===== config.mk =====
export PLATFORM = sky130hd
export DESIGN_NAME = mem_arbiter
export DESIGN_NICKNAME = d
export VERILOG_FILES = /design/src/rtl/mem_arb_pkg.sv /design/src/rtl/rr_arbiter2.sv /design/src/rtl/mem_arbiter.sv
export SDC_FILE = /design/constraint.sdc
export NUM_CORES = 1
export LEC_CHECK = 0
export ABC_AREA = 1
export BUFFER_PORTS_ARGS = -buffer_cell sky130_fd_sc_hd__buf_2
export CAP_MARGIN = 10
export CELL_PAD_IN_SITES_DETAIL_PLACEMENT = 1
export CELL_PAD_IN_SITES_GLOBAL_PLACEMENT = 1
export CORE_MARGIN = 5
export CORE_UTILIZATION = 30
export CTS_CLUSTER_SIZE = 10
export DETAILED_ROUTE_END_ITERATION = 12
export PLACE_DENSITY_LB_ADDON = 0.1
export SETUP_SLACK_MARGIN = 0.02
export SLEW_MARGIN = 10
export SYNTH_ARGS = -nofsm -noshare
export SYNTH_HDL_FRONTEND = slang
export SYNTH_SLANG_ARGS = --single-unit

===== constraint.sdc =====
create_clock -name clk -period 11.45 [get_ports clk]
set_clock_uncertainty 0.2 [all_clocks]
set_input_delay 0.5725 -clock clk [delete_from_list [all_inputs] [get_ports clk]]
set_output_delay 0.5725 -clock clk [all_outputs]
set_load 0.1 [all_outputs]

===== src/rtl/mem_arb_pkg.sv =====
// Shared types and constants for the fetch/data memory arbiter.
// Latency: n/a (types, constants and one pure helper function only).
// Backpressure: n/a.
package mem_arb_pkg;

  typedef enum logic [1:0] {
    IDLE  = 2'd0,
    ISSUE = 2'd1,
    WAIT  = 2'd2,
    RESP  = 2'd3
  } arb_state_t;

  typedef enum logic {
    INSTR = 1'b0,
    DATA  = 1'b1
  } port_t;

  // Legal memory read latency range; the counter is 3 bits wide.
  localparam int MEM_LAT_MIN = 1;
  localparam int MEM_LAT_MAX = 4;
  localparam int CNT_W       = 3;

  // The port that did not win last time; used to break ties.
  function automatic port_t other_port(input port_t p);
    return (p == INSTR) ? DATA : INSTR;
  endfunction

endpackage


===== src/rtl/rr_arbiter2.sv =====
// Two-way round-robin picker: req[0]=fetch, req[1]=data; ties go to the port not granted last.
// Latency: purely combinational, zero cycles.
// Backpressure: none; the caller decides when a grant is taken.
module rr_arbiter2 (
  input  logic [1:0] req,
  input  logic       last_grant,
  output logic       grant_vld,
  output logic       grant
);
  import mem_arb_pkg::*;

  // Single requester wins outright; on a tie alternate against last_grant.
  always_comb begin
    grant_vld = |req;
    grant     = 1'b0;
    case (req)
      2'b01:   grant = 1'(INSTR);
      2'b10:   grant = 1'(DATA);
      2'b11:   grant = 1'(other_port(port_t'(last_grant)));
      default: grant = 1'(INSTR);
    endcase
  end

endmodule


===== src/rtl/mem_arbiter.sv =====
// Shares one single-port memory between the fetch and data ports, one transaction in flight.
// Latency: memEn 1 cycle after request seen in IDLE; write done +2, read done +2+MEM_LAT.
// Backpressure: requests are levels held until done; losers simply wait for the next IDLE.
module mem_arbiter #(
  parameter int WIDTH   = 32,
  parameter int MEM_LAT = 1
) (
  input  logic             clk,
  input  logic             reset,
  input  logic             iReq,
  input  logic [WIDTH-1:0] iAddr,
  output logic             iDone,
  output logic [WIDTH-1:0] iRData,
  input  logic             dReq,
  input  logic             dWe,
  input  logic [WIDTH-1:0] dAddr,
  input  logic [WIDTH-1:0] dWData,
  output logic             dDone,
  output logic [WIDTH-1:0] dRData,
  output logic             memEn,
  output logic             memWe,
  output logic [WIDTH-1:0] memAddr,
  output logic [WIDTH-1:0] memWData,
  input  logic [WIDTH-1:0] memRData
);
  import mem_arb_pkg::*;

  generate
    if (MEM_LAT < MEM_LAT_MIN || MEM_LAT > MEM_LAT_MAX) begin : g_lat_check
      $error("mem_arbiter: MEM_LAT must be within 1..4");
    end
  endgenerate

  // Loaded on entry to WAIT so that WAIT lasts exactly MEM_LAT cycles.
  localparam logic [CNT_W-1:0] LAT_LOAD = CNT_W'(MEM_LAT - 1);

  arb_state_t       state_q, state_d;
  port_t            port_q;
  logic             we_q;
  logic [CNT_W-1:0] cnt_q;
  port_t            last_grant_q;

  logic             gnt_vld;
  logic             gnt_raw;
  port_t            gnt_port;
  logic             take;
  logic             capture;
  logic             finish;

  rr_arbiter2 u_rr (
    .req        ({dReq, iReq}),
    .last_grant (1'(last_grant_q)),
    .grant_vld  (gnt_vld),
    .grant      (gnt_raw)
  );

  assign gnt_port = port_t'(gnt_raw);

  // State register.
  always_ff @(posedge clk or posedge reset) begin
    if (reset) state_q <= IDLE;
    else       state_q <= state_d;
  end

  // Next-state logic plus the one-cycle strobes that steer the datapath.
  always_comb begin
    state_d = state_q;
    take    = 1'b0;
    capture = 1'b0;
    finish  = 1'b0;
    case (state_q)
      IDLE: begin
        if (gnt_vld) begin
          take    = 1'b1;
          state_d = ISSUE;
        end
      end
      ISSUE: begin
        state_d = we_q ? RESP : WAIT;
      end
      WAIT: begin
        if (cnt_q == '0) begin
          capture = 1'b1;
          state_d = RESP;
        end
      end
      RESP: begin
        finish  = 1'b1;
        state_d = IDLE;
      end
      default: state_d = IDLE;
    endcase
  end

  // Latch the winner's id and direction; a fetch is always a read.
  always_ff @(posedge clk or posedge reset) begin
    if (reset) begin
      port_q <= INSTR;
      we_q   <= 1'b0;
    end else if (take) begin
      port_q <= gnt_port;
      we_q   <= (gnt_port == DATA) && dWe;
    end
  end

  // Memory command outputs: strobes high only in ISSUE, address/data hold between transactions.
  always_ff @(posedge clk or posedge reset) begin
    if (reset) begin
      memEn    <= 1'b0;
      memWe    <= 1'b0;
      memAddr  <= '0;
      memWData <= '0;
    end else begin
      memEn <= take;
      memWe <= take && (gnt_port == DATA) && dWe;
      if (take) begin
        memAddr  <= (gnt_port == DATA) ? dAddr : iAddr;
        memWData <= (gnt_port == DATA) ? dWData : '0;
      end
    end
  end

  // Read latency counter: loaded in ISSUE, counts down through WAIT.
  always_ff @(posedge clk or posedge reset) begin
    if (reset) begin
      cnt_q <= '0;
    end else if (state_q == ISSUE) begin
      cnt_q <= LAT_LOAD;
    end else if (state_q == WAIT && cnt_q != '0) begin
      cnt_q <= cnt_q - 1'b1;
    end
  end

  // Read data lands only in the winner's register; stores never reach WAIT.
  always_ff @(posedge clk or posedge reset) begin
    if (reset) begin
      iRData <= '0;
      dRData <= '0;
    end else if (capture) begin
      if (port_q == INSTR) iRData <= memRData;
      else                 dRData <= memRData;
    end
  end

  // Done pulses are high for the single RESP cycle of the winning port.
  always_ff @(posedge clk or posedge reset) begin
    if (reset) begin
      iDone <= 1'b0;
      dDone <= 1'b0;
    end else begin
      iDone <= (state_d == RESP) && (port_q == INSTR);
      dDone <= (state_d == RESP) && (port_q == DATA);
    end
  end

  // Remember who was served so the next tie goes the other way.
  always_ff @(posedge clk or posedge reset) begin
    if (reset)       last_grant_q <= INSTR;
    else if (finish) last_grant_q <= port_q;
  end

endmodule


After elaboration in Yosys (flattened, before gate mapping)
Cells that the tools add are included.
{"block": "totals", "register_bits": 140, "output_inout_bits": 132, "wordCells": 49, "in_bits": 133}
{"block": "classes", "muxes": 15, "addsub": 1, "bitwise": 1, "n_reduce_logical": 13, "eq_ne": 6}
{"cell": "32-bit 2-to-1 mux", "n": 2}
{"cell": "2-bit equality test (second input constant)", "n": 5}
{"cell": "2-bit case mux with 4 select lines", "n": 1}
{"cell": "1-bit 2-to-1 mux", "n": 7}
{"cell": "1-bit logical AND", "n": 6}
{"cell": "3-bit 2-to-1 mux", "n": 2}
{"cell": "2-bit 2-to-1 mux", "n": 2}
{"cell": "2-bit AND reduction", "n": 2}
{"cell": "3-bit zero test", "n": 1}
{"cell": "3-bit nonzero test", "n": 1}
{"cell": "3-bit by 1-bit subtractor with 3-bit output (second input constant)", "n": 1}
{"cell": "2-bit by 1-bit equality test with 1-bit output (second input constant)", "n": 1}
{"cell": "2-bit zero test", "n": 1}
{"cell": "1-bit case mux with 2 select lines", "n": 1}
{"cell": "2-bit nonzero test", "n": 1}
{"cell": "2-bit OR reduction", "n": 1}
{"cell": "1-bit NOT", "n": 1}

Logic depth before layout (Yosys ltp)
Gate-level depths: netlist (run 1).
{"block": "logic_depth", "depth_word": 5, "mapped_depth": 8, "ltp_nobuf": 8}

By module
Synthesis (run 1) repeated with hierarchy kept, for this count alone.
{"block": "hier_totals", "hier_cells": 611, "area_unflattened_um2": 5870.6}
{"module": "mem_arbiter", "n_inst": 1, "cells_per_inst": 608, "area_per_inst_um2": 5855.6, "seq_area_each_um2": 3503.4}
{"module": "rr_arbiter2", "n_inst": 1, "cells_per_inst": 3, "area_per_inst_um2": 15.0, "seq_area_each_um2": 0.0}

Least setup slack after synthesis (run 1)
Ideal clock, no wire load.
{"block": "synth_path", "path_kind": "register to output", "start": "register dRData[0]", "end": "output dRData[0]", "t_arrival_ns": 0.898, "path_stages_with_launch": 1, "path_slack_ns": 9.780, "required_ns": 10.677, "path_cell_list": "dfrtp_1"}
{"item": "start: declaration", "line": "mem_arbiter.sv:19", "rtl": "output logic [WIDTH-1:0] dRData,"}
{"item": "start signal: assignment", "line": "mem_arbiter.sv:141", "rtl": "else dRData <= memRData;"}
No word-level cell between the ends.

Worst setup path after layout (run 1)
{"block": "layout_path", "start": "register state_q[0]", "end": "register iRData[28]"}
{"block": "layout_between", "elab_chain_cells": 3}
{"item": "start: declaration", "line": "mem_arbiter.sv:37", "rtl": "arb_state_t state_q, state_d;"}
{"item": "start signal: assignment", "line": "mem_arbiter.sv:62", "rtl": "else state_q <= state_d;"}
{"item": "2-bit equality test", "line": "mem_arbiter.sv:71", "rtl": "case (state_q)"}
{"item": "1-bit 2-to-1 mux", "line": "mem_arbiter.sv:71"}
{"item": "2-bit AND reduction (no line)"}
{"item": "end signal: assignment", "line": "mem_arbiter.sv:140", "rtl": "if (port_q == INSTR) iRData <= memRData;"}
{"item": "end: declaration", "line": "mem_arbiter.sv:13", "rtl": "output logic [WIDTH-1:0] iRData,"}
Every way passes these cells.
A chain may end at the register's enable or synchronous reset.

==> reports/results.tsv, run 1 <==
stage	metric	value	unit
outcome	run status	completed	
synthesis	Yosys cell types	21	
min_path	hold crit path type	primary input to asynchronous set/reset pin	
timing	final setup vio count	0	
setup_path	Top delay family on crit path	simple AND/OR/NAND/NOR gates	
timing	fmax	415	MHz
detailed_routing	Routed Antenna Nets	0	
die	# rows	52	
setup_path	CP cell instances	inv_1 -> ha_1 -> nand3_4 -> nand2_1 -> o21ai_2	
clocking	htree depth	4	
run	max-cap violations	0	
clocking	clock transition at the registers of the reported paths	0.06	ns
clocking	setup bufs post-CTS	0	
die	Floorplan Core Area	20200	µm²
grt	initial antenna violation count	0	
timing	relative slew slack	26.6	%
synthesis	leading area contributor after synthesis	dfrtp_1	
grt	Total GRT Usage	15.2	%
synthesis	Post-synth EDFFs	0	
placement	Port Buffers	264	
clocking	Gates resized, CTS repair	0	
clocking	deepest clock path buffer count	2	
detailed_routing	vias per cell	4.32	
synthesis	Synth top cells by count	nand2_1, dfrtp_1, inv_1, o21ai_2, o211ai_1	
cells_and_area	post-layout util	40.6	%
setup_path	WP data arrival	2.46	ns
setup_path	Crit-path slowest cell	nand3_4	
synthesis	Mapped Area	6110	µm²
timing	Final Max Tran Viols	0	
synthesis	largest family of logic cells by synthesized area	compound AO/OA/AOI/OAI gates	
setup_path	worst-path maximum fanout	64	
timing	Final Hold Viols	0	
placement	Area after DPL	7550	µm²
cells_and_area	Nets	1037	
timing	RSZ-0062 raised after global routing	false	
synthesis	most numerous cell in the Yosys netlist	nand2_1	
synthesis	Synth Area in Adders	1.43	%
clocking	Sink Count	140	
setup_path	Critical Path Max Stage Delay	0.73	ns
grt	first-pass GRT wire length	29000	µm
synthesis	simple logic cell fraction of the synthesized area	14.2	%
synthesis	Async S/R FF share, synth	100	%
timing	final period utilization	21.0	%
die	Starting Density	30.3	%
setup_path	Crit path required time	11.50	ns
synthesis	Syn Nets	782	
clocking	Hold-fix buffers, CTS	0	
synthesis	Post-Syn Instances	642	
synthesis	post-synthesis xor/xnor area fraction	0	%
synthesis	Synth Area in Compound Gates	16.3	%
placement	Placed Instances	1148	
synthesis	Synth Register Bits	140	
cells_and_area	share of cells above drive strength 1	40.7	%
grt	GR Overflow Total	0	
die	die width	153	µm
synthesis	mux share of post-synthesis cell area	0	%
clocking	TritonCTS clock tree	built	
detailed_routing	WL per Instance	15.2	µm
setup_path	Setup crit end kind	flip-flop	
die	I/O Pins	265	
placement	routability congestion estimate from global placement	0.776	
detailed_routing	DRC violations left	0	
synthesis	top_reg_cell synth	dfrtp_1	
timing	actual slew at the worst max-slew pin	1.10	ns
cells_and_area	Layout area overhead	33.8	%
grt	vias in the first global route	5662	
cells_and_area	Finished Layout Cells	1180	
clocking	Skew-Pair Late Insertion Delay	0.40	ns
placement	Final HPWL DP	13000	µm
die	die area	23300	µm²
synthesis	Avg Synthesized Cell Area	9.52	µm²
cells_and_area	# diodes	0	
detailed_routing	drt pass-1 iters	4	
detailed_routing	final WL	17900	µm
setup_path	CP Launch Type	flip-flop	
setup_path	WS Path Type	flip-flop to flip-flop	
grt	largest net degree at the start of global routing	76	
detailed_routing	Iteration-0 DRC Markers	163	
die	Die Height	153	µm
synthesis	Yosys Warn Count	0	
clocking	CTS root buffer	clkbuf_16	
timing	min cycle time layout	2.41	ns
cells_and_area	design area	8180	µm²
synthesis	sequential share of the synthesized area	57.3	%
setup_path	Buffers & Inverters on Critical Path	1	
synthesis	post-synth top area share	57.3	%
detailed_routing	via count	5101	
timing	setup TNS	0	ns
clocking	total CTS buffers	17	
setup_path	FF-to-FF setup slack	9.04	ns
synthesis	Area contributors post-synth	dfrtp_1, nand2_1, o21ai_2	
==> final cells by class <==
cell class / instances / area [µm²]
Fill cell: 2445 / 12000
Sequential cell: 140 / 3500
Multi-Input combinational cell: 361 / 1950
Timing Repair Buffer: 267 / 1340
Clock buffer: 21 / 460
Inverter: 110 / 418
Tap cell: 270 / 338
Clock inverter: 11 / 166
==> worst reg2reg max path: cells and delay by family (launching register included) <==
family / cells / cell delay, ns
compound gates: 1 / 0.08
fa+ha+maj: 1 / 0.35
buf+inv: 1 / 0.14
flops: 1 / 0.42
simple gates: 2 / 1.08
==> flip-flops by register name, summed over array words and instances (netlist names), 2 cells and up <==
name / count
state_q: 2
dRData: 32
memAddr: 32
cnt_q: 3
memWData: 32
iRData: 32
==> layout by cell type (no fill, tap or decap), drive strengths merged, types with 4 or more instances in the layout <==
master  synthesis  final
buf            27    267
nand2         203    203
dfrtp         140    140
inv           110    110
o21ai         100    100
o211ai         32     32
clkbuf          4     21
nand3           8      8
ha              7      7
nor2            6      6
bufinv          0      4
clkinv          0      4
==> final timing paths <==
path,from,endpoint,cells past startpoint
max in group asynchronous,reset,memAddr[15],3
min reg2reg,iRData[30],iRData[30],2
min in group clk,dWData[6],memWData[6],3
min,reset,iRData[5],2
max,state_q[0],iRData[28],5
max reg2reg,state_q[0],iRData[28],5
==> metal layers <==
metal / vias up / global-route usage (%) / part of all wire (%)
li1: 2509 / - / -
met1: 2425 / 18.2 / 41
met2: 151 / 26.3 / 50
met3: 16 / 4.60 / 6.5
met4: 0 / 4.96 / 1.8
met5: - / 0 / 0
==> metrics by stage <==
| step | worst slack (ns) | hold WS (ns) |
|---|---|---|
| after floorplan | 6.92 | 0.253 |
| after global routing | 8.80 | 0.0944 |
| after CTS | 8.96 | 0.0642 |
| after detailed placement | 8.97 | 0.264 |
| after global placement | 9.05 | 0.259 |
| final | 9.04 | 0.0479 |
==> cells by family (layout without fill, tap and decap cells) <==
family / count (synthesis) / after routing
flip-flops: 140 / 140
AND/OR/NAND/NOR: 219 / 219
AO/OA/AOI/OAI: 135 / 135
adder cells (fa/ha/maj): 7 / 7
buffers and inverters: 141 / 409
Power of run 1 is not shown: default switching activity piles up to over one toggle a cycle in this logic, so the estimate is an artifact.
==> run 2, diff against run 1 <==
- clock period: 11.45 -> 2.2 ns (I/O delays scaled with it)
==> run 2 against run 1 <==
  * Cell count increased by 12%
  * Utilization increased by 7.2 points
  * Via count increased by 14%
  * Sequential share of layout area decreased by 6.5 points
  * Final area increased by 18%
  * Die area unchanged
  * Count of clock-buffer cells in the layout increased by 1
  * First-iteration DRC count increased by 5.5%
  * Flip-flop and latch count unchanged
  * Setup slack got worse by 8.8 ns
  * Routed wire length increased by 16%
  * Fmax increased by 25%
  * Critical path type unchanged
  * Critical endpoint is now memAddr[13]
==> reports/results.tsv, run 2 (same netlist as run 1, synthesis figures left out) <==
stage	metric	value	unit	change
grt	Total GRT Usage	18.1	%	was 15.2%
grt	global routing usage on met2	31.4	%	was 26.3%
timing	Final Hold Viols	0		unchanged
cells_and_area	Layout area overhead	57.6	%	was 33.8%
timing	final period utilization	87.2	%	was 21.0%
detailed_routing	DRC violations left	0		unchanged
clocking	setup bufs post-CTS	0		unchanged
setup_path	Crit path required time	2.34	ns	was 11.50 ns
setup_path	Critical Path Max Stage Delay	0.46	ns	was 0.73 ns
grt	initial antenna violation count	1		was 0
timing	relative slew slack	52.3	%	was 26.6%
cells_and_area	Nets	1180		was 1037
setup_path	worst-path maximum fanout	34		was 64
clocking	Gates resized, CTS repair	0		unchanged
setup_path	crit path from	state_q[0]		unchanged
detailed_routing	via count	5794		was 5101
min_path	hold crit path type	primary input to asynchronous set/reset pin		unchanged
placement	Final HPWL DP	13900	µm	was 13000 µm
die	Die Height	153	µm	unchanged
setup_path	Crit-path slowest cell	inv_2		was nand3_4
die	# rows	52		unchanged
setup_path	CP Launch Type	flip-flop		unchanged
die	Starting Density	30.3	%	unchanged
cells_and_area	share of cells above drive strength 1	36.2	%	was 40.7%
grt	GR Overflow Total	0		unchanged
clocking	Skew-Pair Late Insertion Delay	0.40	ns	about the same
clocking	TritonCTS clock tree	built		unchanged
setup_path	CP cell instances	inv_1 -> ha_1 -> nand2_2 -> inv_2 -> o211ai_1 -> nand2_1		was inv_1 -> ha_1 -> nand3_4 -> nand2_1 -> o21ai_2
detailed_routing	vias per cell	4.38		was 4.32
clocking	total CTS buffers	17		unchanged
timing	min cycle time layout	1.92	ns	was 2.41 ns
grt	gr busiest metal	met2		unchanged
cells_and_area	post-layout util	47.8	%	was 40.6%
placement	Port Buffers	264		unchanged
detailed_routing	drt pass-1 iters	4		unchanged
detailed_routing	final WL	20700	µm	was 17900 µm
detailed_routing	WL per Instance	15.6	µm	was 15.2 µm
grt	vias in the first global route	6511		was 5662
grt	first-pass GRT wire length	34300	µm	was 29000 µm
timing	actual slew at the worst max-slew pin	0.714	ns	was 1.10 ns
clocking	CTS root buffer	clkbuf_16		unchanged
clocking	Sink Count	140		unchanged
grt	largest net degree at the start of global routing	65		was 76
setup_path	Worst R2R Start	state_q[0]		unchanged
die	die width	153	µm	unchanged
cells_and_area	commonest non-fill, non-tap cell in the layout	buf_2		unchanged
timing	final setup vio count	0		unchanged
timing	setup TNS	0	ns	unchanged
outcome	run status	completed		unchanged
grt	met3 Usage GRT	5.48	%	was 4.60%
die	Floorplan Core Area	20200	µm²	unchanged
clocking	clock transition at the registers of the reported paths	0.06	ns	about the same
setup_path	WP data arrival	2.06	ns	was 2.46 ns
setup_path	WS Path Type	flip-flop to flip-flop		unchanged
run	max-cap violations	0		unchanged
cells_and_area	most frequent cells in the layout	buf_2, nand2_1, dfrtp_1, dlygate4sd3_1, inv_1		was buf_2, nand2_1, dfrtp_1, inv_1, o21ai_2
clocking	deepest clock path buffer count	2		unchanged
detailed_routing	Routed Antenna Nets	0		unchanged
die	I/O Pins	265		unchanged
timing	Final Max Tran Viols	0		unchanged
die	die area	23300	µm²	unchanged
timing	Worst Hold Margin	0.180	ns	was 0.0479 ns
setup_path	Setup crit end kind	flip-flop		unchanged
detailed_routing	Iteration-0 DRC Markers	172		was 163
timing	fmax	521	MHz	was 415 MHz
clocking	Hold-fix buffers, CTS	133		was 0
placement	routability congestion estimate from global placement	0.724		was 0.776
grt	routing usage on met1	21.3	%	was 18.2%
clocking	htree depth	4		unchanged
timing	RSZ-0062 raised after global routing	false		unchanged
## run 2: through the flow
stage / worst slack (ns) / std cells / area (µm²)
after detailed placement: 0.283 / 1158 / 7700
final: 0.281 / 1324 / 9630
after floorplan: 0.141 / 642 / 6120
after global placement: 0.394 / 1158 / 7700
after global routing: 0.158 / 1324 / 9630
after CTS: 0.274 / 1323 / 9630
## run 2: worst paths after layout
| path | end | slack, ns | depth (start not counted) |
|---|---|---|---|
| setup / recovery | memAddr[13] | 0.28 | 6 |
| hold / removal | memAddr[18] | 0.18 | 3 |
| setup reg to reg | memAddr[13] | 0.28 | 6 |
| hold reg to reg | memAddr[10] | 0.28 | 2 |
| max in group asynchronous | memAddr[28] | 0.98 | 4 |
| min in group clk | memAddr[10] | 0.28 | 2 |
## run 2: routing by layer
metal / vias up / wire length (µm)
li1: 2795 / -
met2: 187 / 10500
met4: 0 / 573
met5: - / 0
met3: 35 / 1200
met1: 2777 / 8420
## run 2: worst max-delay path: cells and delay by family (launching register included)
kind,cells,cell delay (ns)
buffers and inverters,2,0.60
DFF,1,0.41
AOI/OAI and AO/OA,1,0.22
adders and majority gates,1,0.21
and+or+nand+nor,2,0.20
## run 2: final cells by class
cell class	instances	area (µm²)
Clock buffer	22	484
Multi-Input combinational cell	361	1950
Sequential cell	140	3500
Tap cell	270	338
Timing Repair Buffer	410	2830
Inverter	110	417
Fill cell	2382	10500
Antenna cell	1	2.50
Clock inverter	10	114
Power of run 2 is left out for the same reason.
==> run 3, diff against run 2 <==
==> constraint.sdc (replaced) <==
create_clock -name clk -period 2.2 [get_ports clk]
set_clock_uncertainty 0.2 [all_clocks]
set_input_delay 0.22 -clock clk [delete_from_list [all_inputs] [get_ports clk]]
set_output_delay 0.22 -clock clk [all_outputs]
set_load 0.1 [all_outputs]
==> run 3 against run 2 <==
  * Setup slack worse by 0.0091 ns
  * Register-to-register slack barely moved
  * Cell count increased by 0.15%
  * Hold slack better by 0.095 ns
  * Global-route usage is 0.59 points higher
  * Critical endpoint is now memAddr[23]
==> reports/results.tsv, run 3 (same netlist as run 1, synthesis figures left out) <==
stage	metric	value	unit	change
clocking	deepest clock path buffer count	2		unchanged
detailed_routing	Iteration-0 DRC Markers	162		was 172
setup_path	CP Launch Type	flip-flop		unchanged
die	Starting Density	30.3	%	unchanged
cells_and_area	share of cells above drive strength 1	36.2	%	about the same
die	Floorplan Core Area	20200	µm²	unchanged
grt	largest net degree at the start of global routing	65		unchanged
detailed_routing	via count	5856		was 5794
die	I/O Pins	265		unchanged
grt	initial antenna violation count	2		was 1
setup_path	worst r2r dst	memAddr[23]		was memAddr[13]
placement	Final HPWL DP	13900	µm	about the same
setup_path	WS Path Type	flip-flop to flip-flop		unchanged
timing	RSZ-0062 raised after global routing	false		unchanged
grt	Total GRT Usage	18.7	%	was 18.1%
grt	first-pass GRT wire length	35100	µm	was 34300 µm
setup_path	WP data arrival	2.08	ns	was 2.06 ns
die	die area	23300	µm²	unchanged
detailed_routing	Routed Antenna Nets	0		unchanged
setup_path	Setup crit end kind	flip-flop		unchanged
timing	fmax	519	MHz	was 521 MHz
outcome	run status	completed		unchanged
timing	final setup vio count	0		unchanged
timing	Final Hold Viols	0		unchanged
cells_and_area	most frequent cells in the layout	buf_2, nand2_1, dfrtp_1, dlygate4sd3_1, inv_1		unchanged
grt	GR Overflow Total	0		unchanged
timing	min cycle time layout	1.93	ns	was 1.92 ns
detailed_routing	WL per Instance	16.1	µm	was 15.6 µm
setup_path	crit path capture	memAddr[23]		was memAddr[13]
clocking	CTS root buffer	clkbuf_16		unchanged
timing	Final Max Tran Viols	0		unchanged
timing	setup TNS	0	ns	unchanged
setup_path	Crit path required time	2.35	ns	was 2.34 ns
cells_and_area	Nets	1181		was 1180
run	max-cap violations	0		unchanged
setup_path	Worst R2R Start	state_q[0]		unchanged
clocking	Sink Count	140		unchanged
cells_and_area	commonest non-fill, non-tap cell in the layout	buf_2		unchanged
clocking	htree depth	4		unchanged
die	Die Height	153	µm	unchanged
clocking	Gates resized, CTS repair	0		unchanged
timing	final period utilization	87.7	%	was 87.2%
timing	actual slew at the worst max-slew pin	0.780	ns	was 0.714 ns
timing	relative slew slack	47.9	%	was 52.3%
detailed_routing	drt pass-1 iters	4		unchanged
die	# rows	52		unchanged
setup_path	crit path from	state_q[0]		unchanged
detailed_routing	DRC violations left	0		unchanged
cells_and_area	Layout area overhead	57.0	%	was 57.6%
placement	routability congestion estimate from global placement	0.744		was 0.724
setup_path	reg2reg path depth	6		unchanged
setup_path	worst-path maximum fanout	34		unchanged
clocking	Skew-Pair Late Insertion Delay	0.42	ns	was 0.40 ns
cells_and_area	fillers	2359		was 2382
min_path	hold crit path type	flip-flop to flip-flop		was primary input to asynchronous set/reset pin
detailed_routing	final WL	21400	µm	was 20700 µm
setup_path	FF-to-FF setup slack	0.27	ns	was 0.28 ns
grt	vias in the first global route	6653		was 6511
clocking	total CTS buffers	17		unchanged
timing	Worst Hold Margin	0.275	ns	was 0.180 ns
placement	Port Buffers	264		unchanged
detailed_routing	vias per cell	4.42		was 4.38
clocking	clock transition at the registers of the reported paths	0.06	ns	about the same
clocking	TritonCTS clock tree	built		unchanged
die	die width	153	µm	unchanged
run 3: cell count changes in the layout (fill, tap and decap cells not counted):
| cell | previous run | this run |
|---|---|---|
| clkinvlp_4 | 5 | 6 |
| clkbuf_8 | 4 | 0 |
| bufinv_16 | 2 | 1 |
| diode_2 | 1 | 2 |
| clkinv_2 | 3 | 4 |
| clkinv_4 | 1 | 2 |
| inv_6 | 0 | 2 |
| buf_4 | 7 | 8 |
run 3: metal layers:
layer | up-vias | track usage (%) | part of all wire, %
li1 | 2797 | - | -
met4 | 0 | 8.95 | 4.2
met2 | 218 | 31.8 | 50
met3 | 60 | 5.77 | 6.2
met1 | 2781 | 21.4 | 40
met5 | - | 0 | 0
run 3: critical path: stages, from the launching register on:
cell	delay, ns
dfrtp_1	0.41
inv_1	0.14
ha_1	0.22
nand2_2	0.09
inv_2	0.47
o211ai_1	0.21
nand2_1	0.12
run 3: stage by stage:
stage	util (%)	instances	worst slack (ns)	instance area (µm²)
final	47.6	1326	0.271	9600
after global routing	47.6	1326	0.0928	9600
after CTS	47.6	1324	0.225	9590
after detailed placement	38.2	1159	0.224	7710
after global placement	38.2	1159	0.395	7710
after floorplan	-	642	0.0309	6120
run 3: worst min-delay path by stage:
stage,start,end,slack (ns),cells after the start
2_1_floorplan,dWe,memWe,0.14,2
3_3_place_gp,reset,memAddr[19],0.20,2
3_5_place_dp,reset,memAddr[19],0.19,2
4_1_cts,iRData[3],iRData[3],0.28,2
5_1_grt,iRData[0],iRData[0],0.29,2
6_report,iRData[3],iRData[3],0.27,2
run 3: layout make-up:
cell class              count  area (µm²)  share of cell area [%]
flip-flops and latches    140        3500                    36.5
repair buffers            411        2830                    29.5
multi-input cells         361        1950                    20.3
clock buffers              18         429                    4.47
inverters                 110         417                    4.34
well taps                 270         338                    3.52
clock inverters            14         123                    1.28
diodes                      2        5.00                  0.0521
run 3: what timing repair did:
item / 4_1_cts / 5_1_grt
hold buffers: 133 / 0
buffers inserted: 0 / 0
endpoints found under the hold margin: 153 / 0
Power of run 3 is left out for the same reason.
